--- src/rtl/cnn_ctrl_pkg.sv ---
// Shared types and defaults for the convolution layer control path.
package cnn_ctrl_pkg;

   localparam int DIM_W_DEF      = 8;
   localparam int PIPE_DEPTH_DEF = 4;

   typedef enum logic [2:0] {
      IDLE,
      LOAD_W,
      RUN,
      DRAIN,
      DONE
   } state_t;

   typedef struct packed {
      logic [DIM_W_DEF-1:0] row;
      logic [DIM_W_DEF-1:0] col;
      logic [DIM_W_DEF-1:0] oc;
   } coord_t;

endpackage

--- src/rtl/conv_pixel_counter.sv ---
// Row/column raster counter over one output channel; wraps at the latched H-1/W-1.
module conv_pixel_counter
   import cnn_ctrl_pkg::*;
#(
   parameter int DIM_W = DIM_W_DEF
) (
   input  logic             clk,
   input  logic             rst_n,
   input  logic             clr,
   input  logic             en,
   input  logic [DIM_W-1:0] h_m1,
   input  logic [DIM_W-1:0] w_m1,
   output logic [DIM_W-1:0] row,
   output logic [DIM_W-1:0] col,
   output logic             last
);

   assign last = (row == h_m1) && (col == w_m1);

   always_ff @(posedge clk or negedge rst_n) begin
      if (!rst_n) begin
         row <= '0;
         col <= '0;
      end else if (clr) begin
         row <= '0;
         col <= '0;
      end else if (en) begin
         if (col == w_m1) begin
            col <= '0;
            row <= (row == h_m1) ? '0 : row + 1'b1;
         end else begin
            col <= col + 1'b1;
         end
      end
   end

endmodule

--- src/rtl/conv_layer_sequencer.sv ---
// Walks output channels: weight load, pixel-coordinate stream, pipeline drain, done pulse.
module conv_layer_sequencer
   import cnn_ctrl_pkg::*;
#(
   parameter int DIM_W      = DIM_W_DEF,
   parameter int PIPE_DEPTH = PIPE_DEPTH_DEF
) (
   input  logic             clk,
   input  logic             rst_n,
   input  logic             start,
   input  logic             abort,
   input  logic [DIM_W-1:0] cfg_out_h,
   input  logic [DIM_W-1:0] cfg_out_w,
   input  logic [DIM_W-1:0] cfg_out_ch,
   output logic             wload_req,
   output logic [DIM_W-1:0] wload_oc,
   input  logic             wload_done,
   output logic             pe_valid,
   input  logic             pe_ready,
   output logic [DIM_W-1:0] pe_row,
   output logic [DIM_W-1:0] pe_col,
   output logic [DIM_W-1:0] pe_oc,
   output logic             pe_last,
   output logic             busy,
   output logic             done
);

   localparam int DRAIN_W = (PIPE_DEPTH > 1) ? $clog2(PIPE_DEPTH) : 1;

   state_t               state;
   logic [DIM_W-1:0]     h_m1;
   logic [DIM_W-1:0]     w_m1;
   logic [DIM_W-1:0]     ch_m1;
   logic [DIM_W-1:0]     oc;
   logic [DRAIN_W-1:0]   drain_cnt;
   logic                 cnt_clr;
   logic                 cnt_en;
   logic                 cnt_last;
   logic [DIM_W-1:0]     row;
   logic [DIM_W-1:0]     col;

   // Counters sit at (0,0) outside RUN so each channel starts from the origin
   assign cnt_clr = abort || (state != RUN);
   assign cnt_en  = (state == RUN) && pe_ready;

   conv_pixel_counter #(
      .DIM_W (DIM_W)
   ) u_pix (
      .clk   (clk),
      .rst_n (rst_n),
      .clr   (cnt_clr),
      .en    (cnt_en),
      .h_m1  (h_m1),
      .w_m1  (w_m1),
      .row   (row),
      .col   (col),
      .last  (cnt_last)
   );

   always_ff @(posedge clk or negedge rst_n) begin
      if (!rst_n) begin
         state     <= IDLE;
         h_m1      <= '0;
         w_m1      <= '0;
         ch_m1     <= '0;
         oc        <= '0;
         drain_cnt <= '0;
      end else if (abort) begin
         state     <= IDLE;
         oc        <= '0;
         drain_cnt <= '0;
      end else begin
         case (state)
            IDLE: begin
               if (start) begin
                  h_m1  <= cfg_out_h - 1'b1;
                  w_m1  <= cfg_out_w - 1'b1;
                  ch_m1 <= cfg_out_ch - 1'b1;
                  oc    <= '0;
                  if ((cfg_out_h == '0) || (cfg_out_w == '0) || (cfg_out_ch == '0))
                     state <= DONE;
                  else
                     state <= LOAD_W;
               end
            end
            LOAD_W: begin
               if (wload_done)
                  state <= RUN;
            end
            RUN: begin
               if (pe_ready && cnt_last) begin
                  state     <= DRAIN;
                  drain_cnt <= '0;
               end
            end
            DRAIN: begin
               if (drain_cnt == DRAIN_W'(PIPE_DEPTH - 1)) begin
                  drain_cnt <= '0;
                  if (oc == ch_m1) begin
                     state <= DONE;
                  end else begin
                     oc    <= oc + 1'b1;
                     state <= LOAD_W;
                  end
               end else begin
                  drain_cnt <= drain_cnt + 1'b1;
               end
            end
            DONE: begin
               oc    <= '0;
               state <= IDLE;
            end
            default: state <= IDLE;
         endcase
      end
   end

   assign busy      = (state != IDLE);
   assign done      = (state == DONE);
   assign wload_req = (state == LOAD_W);
   assign wload_oc  = oc;
   assign pe_valid  = (state == RUN);
   assign pe_last   = (state == RUN) && cnt_last;
   assign pe_row    = row;
   assign pe_col    = col;
   assign pe_oc     = oc;

endmodule

--- config.mk ---
export PLATFORM = sky130hd
export DESIGN_NAME = conv_layer_sequencer
export DESIGN_NICKNAME = d
export VERILOG_FILES = /design/src/rtl/cnn_ctrl_pkg.sv /design/src/rtl/conv_pixel_counter.sv /design/src/rtl/conv_layer_sequencer.sv
export SDC_FILE = /design/constraint.sdc
export NUM_CORES = 1
export LEC_CHECK = 0
export CELL_PAD_IN_SITES_DETAIL_PLACEMENT = 1
export CELL_PAD_IN_SITES_GLOBAL_PLACEMENT = 2
export CORE_MARGIN = 1
export CORE_UTILIZATION = 31
export DETAILED_ROUTE_END_ITERATION = 16
export GPL_ROUTABILITY_DRIVEN = 0
export GPL_TIMING_DRIVEN = 0
export PLACE_DENSITY_LB_ADDON = 0.1
export SLEW_MARGIN = 20
export SYNTH_ARGS = -nofsm -noshare
export SYNTH_HDL_FRONTEND = slang
export SYNTH_HIERARCHICAL = 1
export SYNTH_SLANG_ARGS = --single-unit
--- constraint.sdc ---
create_clock -name clk -period 2.2 [get_ports clk]
set_input_delay 0.33 -clock clk [delete_from_list [all_inputs] [get_ports clk]]
set_output_delay 0.33 -clock clk [all_outputs]
set_load 0.05 [all_outputs]
* Word-level counts from Yosys, hierarchy flattened *
Cells that the tools add are included.

word-level totals
  flip-flop bits (word level) = 53
  logic and storage cells = 75
  output and inout bits = 37
  input port bits = 30

operators by class
  $add $sub $neg = 7
  eq/ne operators = 14
  reductions and logical operators = 21
  multiplexer cells = 24
  bitwise operators = 1

operators with widths
  kind                                              number
  two-way mux 8 bit                                 11
  adder 8 x 1 -> 8 bit, second input constant       3
  == test 8 bit                                     3
  logical NOT 8 bit                                 3
  case mux 8 bit (3 select lines)                   1
  subtractor 8 x 1 -> 8 bit, second input constant  3
  two-way mux 3 bit                                 7
  case mux 3 bit (4 select lines)                   1
  != test 3 x 2 -> 1 bit, second input constant     3
  != test 3 bit, second input constant              3
  AND reduction 4 bit                               2
  == test 3 x 2 -> 1 bit, second input constant     2
  two-way mux 2 bit                                 3
  nonzero test 3 bit                                2
  logical AND 1 bit                                 4
  case mux 2 bit (2 select lines)                   1
  AND reduction 2 bit                               2
  nonzero test 2 bit                                2
  nonzero test 4 bit                                1
  == test 3 x 1 -> 1 bit, second input constant     1
  == test 3 bit, second input constant              1
  logical NOT 3 bit                                 1
  logical OR 1 bit                                  3
  AND reduction 3 bit                               1
  other kinds (3)                                   3

* Depth between registers and ports, before layout *
  word-level depth = 7
  gate-level depth with buffers = 9
  depth with buffers taken out = 9

* Modules after synthesis *
Netlist, hierarchy kept.

modules (own cells, without submodules)
  module                cells each  sequential area each (um^2)  instances  area an instance (um^2)
  conv_layer_sequencer  252         925.9                        1          2248.4
  conv_pixel_counter    111         400.4                        1          1044.8

* Least setup slack after synthesis *
OpenSTA, ideal clock, no wires.

  kind = register to output
  start = register u_pix.col[3]
  end = output pe_last
  cell stages (with the launch flop) = 6
  required time = 1.870 ns
  arrival = 1.913 ns
  path slack = -0.043 ns
  buffers on the path = 0
  cells stage by stage = dfrtp_1 > xor2_1 > nor4_2 > nand2_1 > nor2_1 > and3_1

on the way
  longest elaborated chain between the ends = 3

ends and longest elaborated chain
  what                    line                         text
  start, declared         conv_pixel_counter.sv:14     output logic [DIM_W-1:0] col,
  start signal, assigned  conv_pixel_counter.sv:32     col <= col + 1'b1;
  == test 8 bit           conv_pixel_counter.sv:18     assign last = (row == h_m1) && (col == w_m1);
  logical AND 1 bit       conv_pixel_counter.sv:18
  via cnt_last            conv_layer_sequencer.sv:38   logic cnt_last;
  logical AND 1 bit       conv_layer_sequencer.sv:123  assign pe_last = (state == RUN) && cnt_last;
  end, declared           conv_layer_sequencer.sv:23   output logic pe_last,

The timed path passes the listed nets, and every way through them passes these cells.

* Worst setup path after layout *
  start = register u_pix.col[5]
  end = output pe_last

Same word-level chain as after synthesis.

==> impl_metrics.csv <==
group,metric,value,unit
timing,hold_ws,0.3434,ns
floorplan,die_y,105.1,um
final_layout,mostFrequentLayoutCells,"60 x clkdlybuf4s50_1, 49 x dfrtp_1, 46 x nand2_1, 29 x o21ai_0, 24 x xor2_1",
yosys,synth_top_area_share,40.27,%
timing,setup_ws,-0.01272,ns
power,power.share.combinational,35.3,%
cts,cts_made_buffers,5,
yosys,ys_seq_area_share,40.27,%
global_route,grt_max_degree,52,
yosys,yosysUniqueCellTypes,51,
hold_path,hold_path.class,"in -> async",
power,leakage,0.001822,uW
final_layout,final_core_util,42.14,%
global_route,grt_overflow,0,
timing,hold_viol_final,0,
floorplan,dieArea,11040,um^2
final_layout,fin_area,4350,um^2
cts,root_buffer,"clkbuf_8",
floorplan,io_pins,67,
floorplan,fp.dieW,105.1,um
timing,fmax,451.9,MHz
yosys,synth_area_per_cell,9.072,um^2
power,p_per_area,748.3,nW/um^2
routing,drt_iter0_drc,59,
routing,dr.pass1.iters,4,
setup_path,cp-end-kind,"output port",
cts,clock-sinks,53,
global_route,grtUsageTotal,17.21,%
yosys,synth_seq_cells,53,
timing,clock_skew,0.01246,ns
floorplan,core-area,10320,um^2
power,internal_power,2041,uW
setup_path,r2r_end,"u_pix/row[7]",
setup_path,critPathLaunch,"u_pix/col[5]",
cts,clock_latency,0.32,ns
final_layout,register_area,1331,um^2
yosys,synthCells,363,
yosys,synth_enable_flop_cells,0,
floorplan,fp-row-count,37,
final_layout,fin_cells,581,
routing,drcViolationCount,0,
routing,drt-wirelength-per-cell,15.43,um
placed_design,dp_cells,566,
setup_path,cp-start-kind,"flop",
global_route,grt_pass1_vias,2975,
placed_design,dpl.hpwl,6783,um
power,seqPwrFrac,42.5,%
floorplan,start_util,31.90,%
setup_path,reg2reg_from,"state[2]",
final_layout,post_route_cells_drive_above_1_share,12.81,%
cts,clock_path_buffers,2,
yosys,synth-async-reset-ratio,100.0,%
timing,grt_setup_unrepaired,"true",
routing,ant_nets,0,
timing,tightest_slew,0.4981,ns
placed_design,placed_cell_area,4150,um^2
routing,vias,2881,
run,maxCapViolations,0,
timing,slew_violations,0,
power,pwr-share-clk,22.2,%
setup_path,critical_path_class,"reg -> out",
yosys,syn_area,3293,um^2
timing,finalSetupViolations,1,
global_route,grt_pass1_wl,15270,um
yosys,ys.flop_type,"dfrtp_1",
final_layout,nNetsFinal,484,
outcome,violations,"negative setup slack",
power,p_total,3255,uW
setup_path,cp.required,1.87,ns
final_layout,area_growth,32.10,%
cts,tritoncts,"done",
placed_design,io_buffers,66,
outcome,status,"finished with violations",
yosys,ys_top_cells_by_area,"dfrtp_1 40%, xor2_1 6.4%, xnor2_1 6.1%, nand2_1 5.2%, o21ai_0 4.6%",
final_layout,multi_input_area,1810,um^2
setup_path,worstPathArrival,1.88,ns
cts,clk_pin_slew,0.10,ns
setup_path,path_max_fanout,5,
timing,fin_crit_sh,100.6,%
cts,cts.htree.levels,2,
power,p_sw,1214,uW
global_route,antenna_found_initial,0,
yosys,yosysTopAreaCell,"dfrtp_1",
power,switching_share,37.30,%
final_layout,nFillCells,1227,
setup_path,r2r_cells,7,
yosys,syn_nets,403,
setup_path,worst-r2r-setup-slack,0.10,ns
power,ir_drop,0.3005,mV
timing,fin_crit,2.213,ns
final_layout,antenna_cells,0,
final_layout,final_common_cell,"clkdlybuf4s50_1",
yosys,ys_warn_count,6,
timing,slew_headroom,66.37,%
routing,wirelength,8962,um
routing,vias_per_cell,4.959,
## routing by layer
| metal | wire, um | GRT usage, % | up-vias |
|---|---|---|---|
| li1 | - | - | 1412 |
| met1 | 4495 | 24.04 | 1418 |
| met2 | 4130 | 27.81 | 45 |
| met3 | 253 | 2.807 | 6 |
| met4 | 82 | 3.924 | 0 |
| met5 | 0 | 0 | - |
## worst max path at each step
stage / slack, ns / endpoint / cells after the start
2_1_floorplan: 0.08 / pe_last / 5
3_3_place_gp: -1.08 / u_pix/row[0] / 1
3_5_place_dp: -0.44 / pe_last / 6
4_1_cts: -0.12 / pe_last / 6
5_1_grt: -0.16 / pe_last / 6
6_report: -0.01 / pe_last / 6
## area by class of cell
| class | count | share of cell area, % |
|---|---|---|
| multi-input cells | 273 | 41.62 |
| plain buffers | 19 | 2.531 |
| inverters | 17 | 1.467 |
| clock buffers | 6 | 1.898 |
| flip-flops and latches | 53 | 30.60 |
| well taps | 136 | 3.911 |
| repair buffers | 75 | 17.11 |
| clock inverters | 2 | 0.8628 |
## flip-flops by register name (all words and copies together), names as in the netlist
| register | count |
|---|---|
| h_m1 | 8 |
| drain_cnt | 2 |
| u_pix/row | 8 |
| pe_oc | 8 |
| w_m1 | 8 |
| state | 3 |
| ch_m1 | 8 |
| u_pix/col | 8 |
## metrics by stage
stage / setup WS (ns) / setup TNS, ns
2_1_floorplan: 0.07774 / 0
4_1_cts: -0.1178 / -0.1178
3_3_place_gp: -1.077 / -61.52
3_5_place_dp: -0.4356 / -4.943
5_1_grt: -0.1569 / -0.4871
6_report: -0.01272 / -0.01272
## kinds of logic (layout without fill, tap and decap cells)
logic type / Yosys count / after routing / synth area share (%)
flip-flops: 53 / 53 / 40.27
XOR/XNOR: 47 / 47 / 12.50
buffers and inverters: 37 / 119 / 5.357
multiplexers: 3 / 3 / 0.9119
AND/OR/NAND/NOR: 142 / 142 / 21.88
AO/OA/AOI/OAI: 71 / 71 / 15.27
adder cells (fa/ha/maj): 10 / 10 / 3.799
## synth_stat cells, types with 2 or more instances
cell type / instances
dfrtp_1: 53
nand2_1: 46
o21ai_0: 30
nor2_1: 26
xor2_1: 24
xnor2_1: 23
inv_1: 17
nor3_1: 14
nand3_1: 13
ha_1: 10
and3_1: 9
buf_4: 9
clkbuf_1: 8
nor2b_1: 5
o31ai_1: 5
a32oi_1: 4
o211ai_1: 4
o22a_1: 4
a21oi_1: 3
a22oi_1: 3
buf_2: 3
mux2i_1: 3
nand2b_1: 3
nand4_1: 3
nor3b_1: 3
nor4_2: 3
and2_1: 2
nor2_2: 2
nor4_1: 2
nor4b_1: 2
o2111ai_1: 2
o21a_1: 2
o21ai_1: 2
o22ai_1: 2
or2_2: 2
or3_4: 2
## repair_timing
item | 4_1_cts | 5_1_grt
buffers inserted | 3 | 4
endpoints found under the setup margin | 13 | 13
pin swaps | 4 | 3
resized for setup | 13 | 12
hold buffers | 1 | 0
endpoints found under the hold margin | 2 | 0
## worst max-delay path, stage by stage (launching register included)
cell,delay [ns]
dfrtp_1,0.46
xor2_1,0.19
nor4_2,0.31
nand2_1,0.15
nor2_2,0.12
and3_2,0.19
buf_6,0.15
## power groups by stage
stage	Sequential (uW)	Combinational [uW]	Clock [uW]
2_1_floorplan	1370	778	0
3_3_place_gp	1400	1080	0
3_5_place_dp	1410	1110	0
4_1_cts	1390	1120	750
5_1_grt	1420	1300	782
6_report	1380	1150	722
No activity file was read; power rests on OpenSTA's default activity.
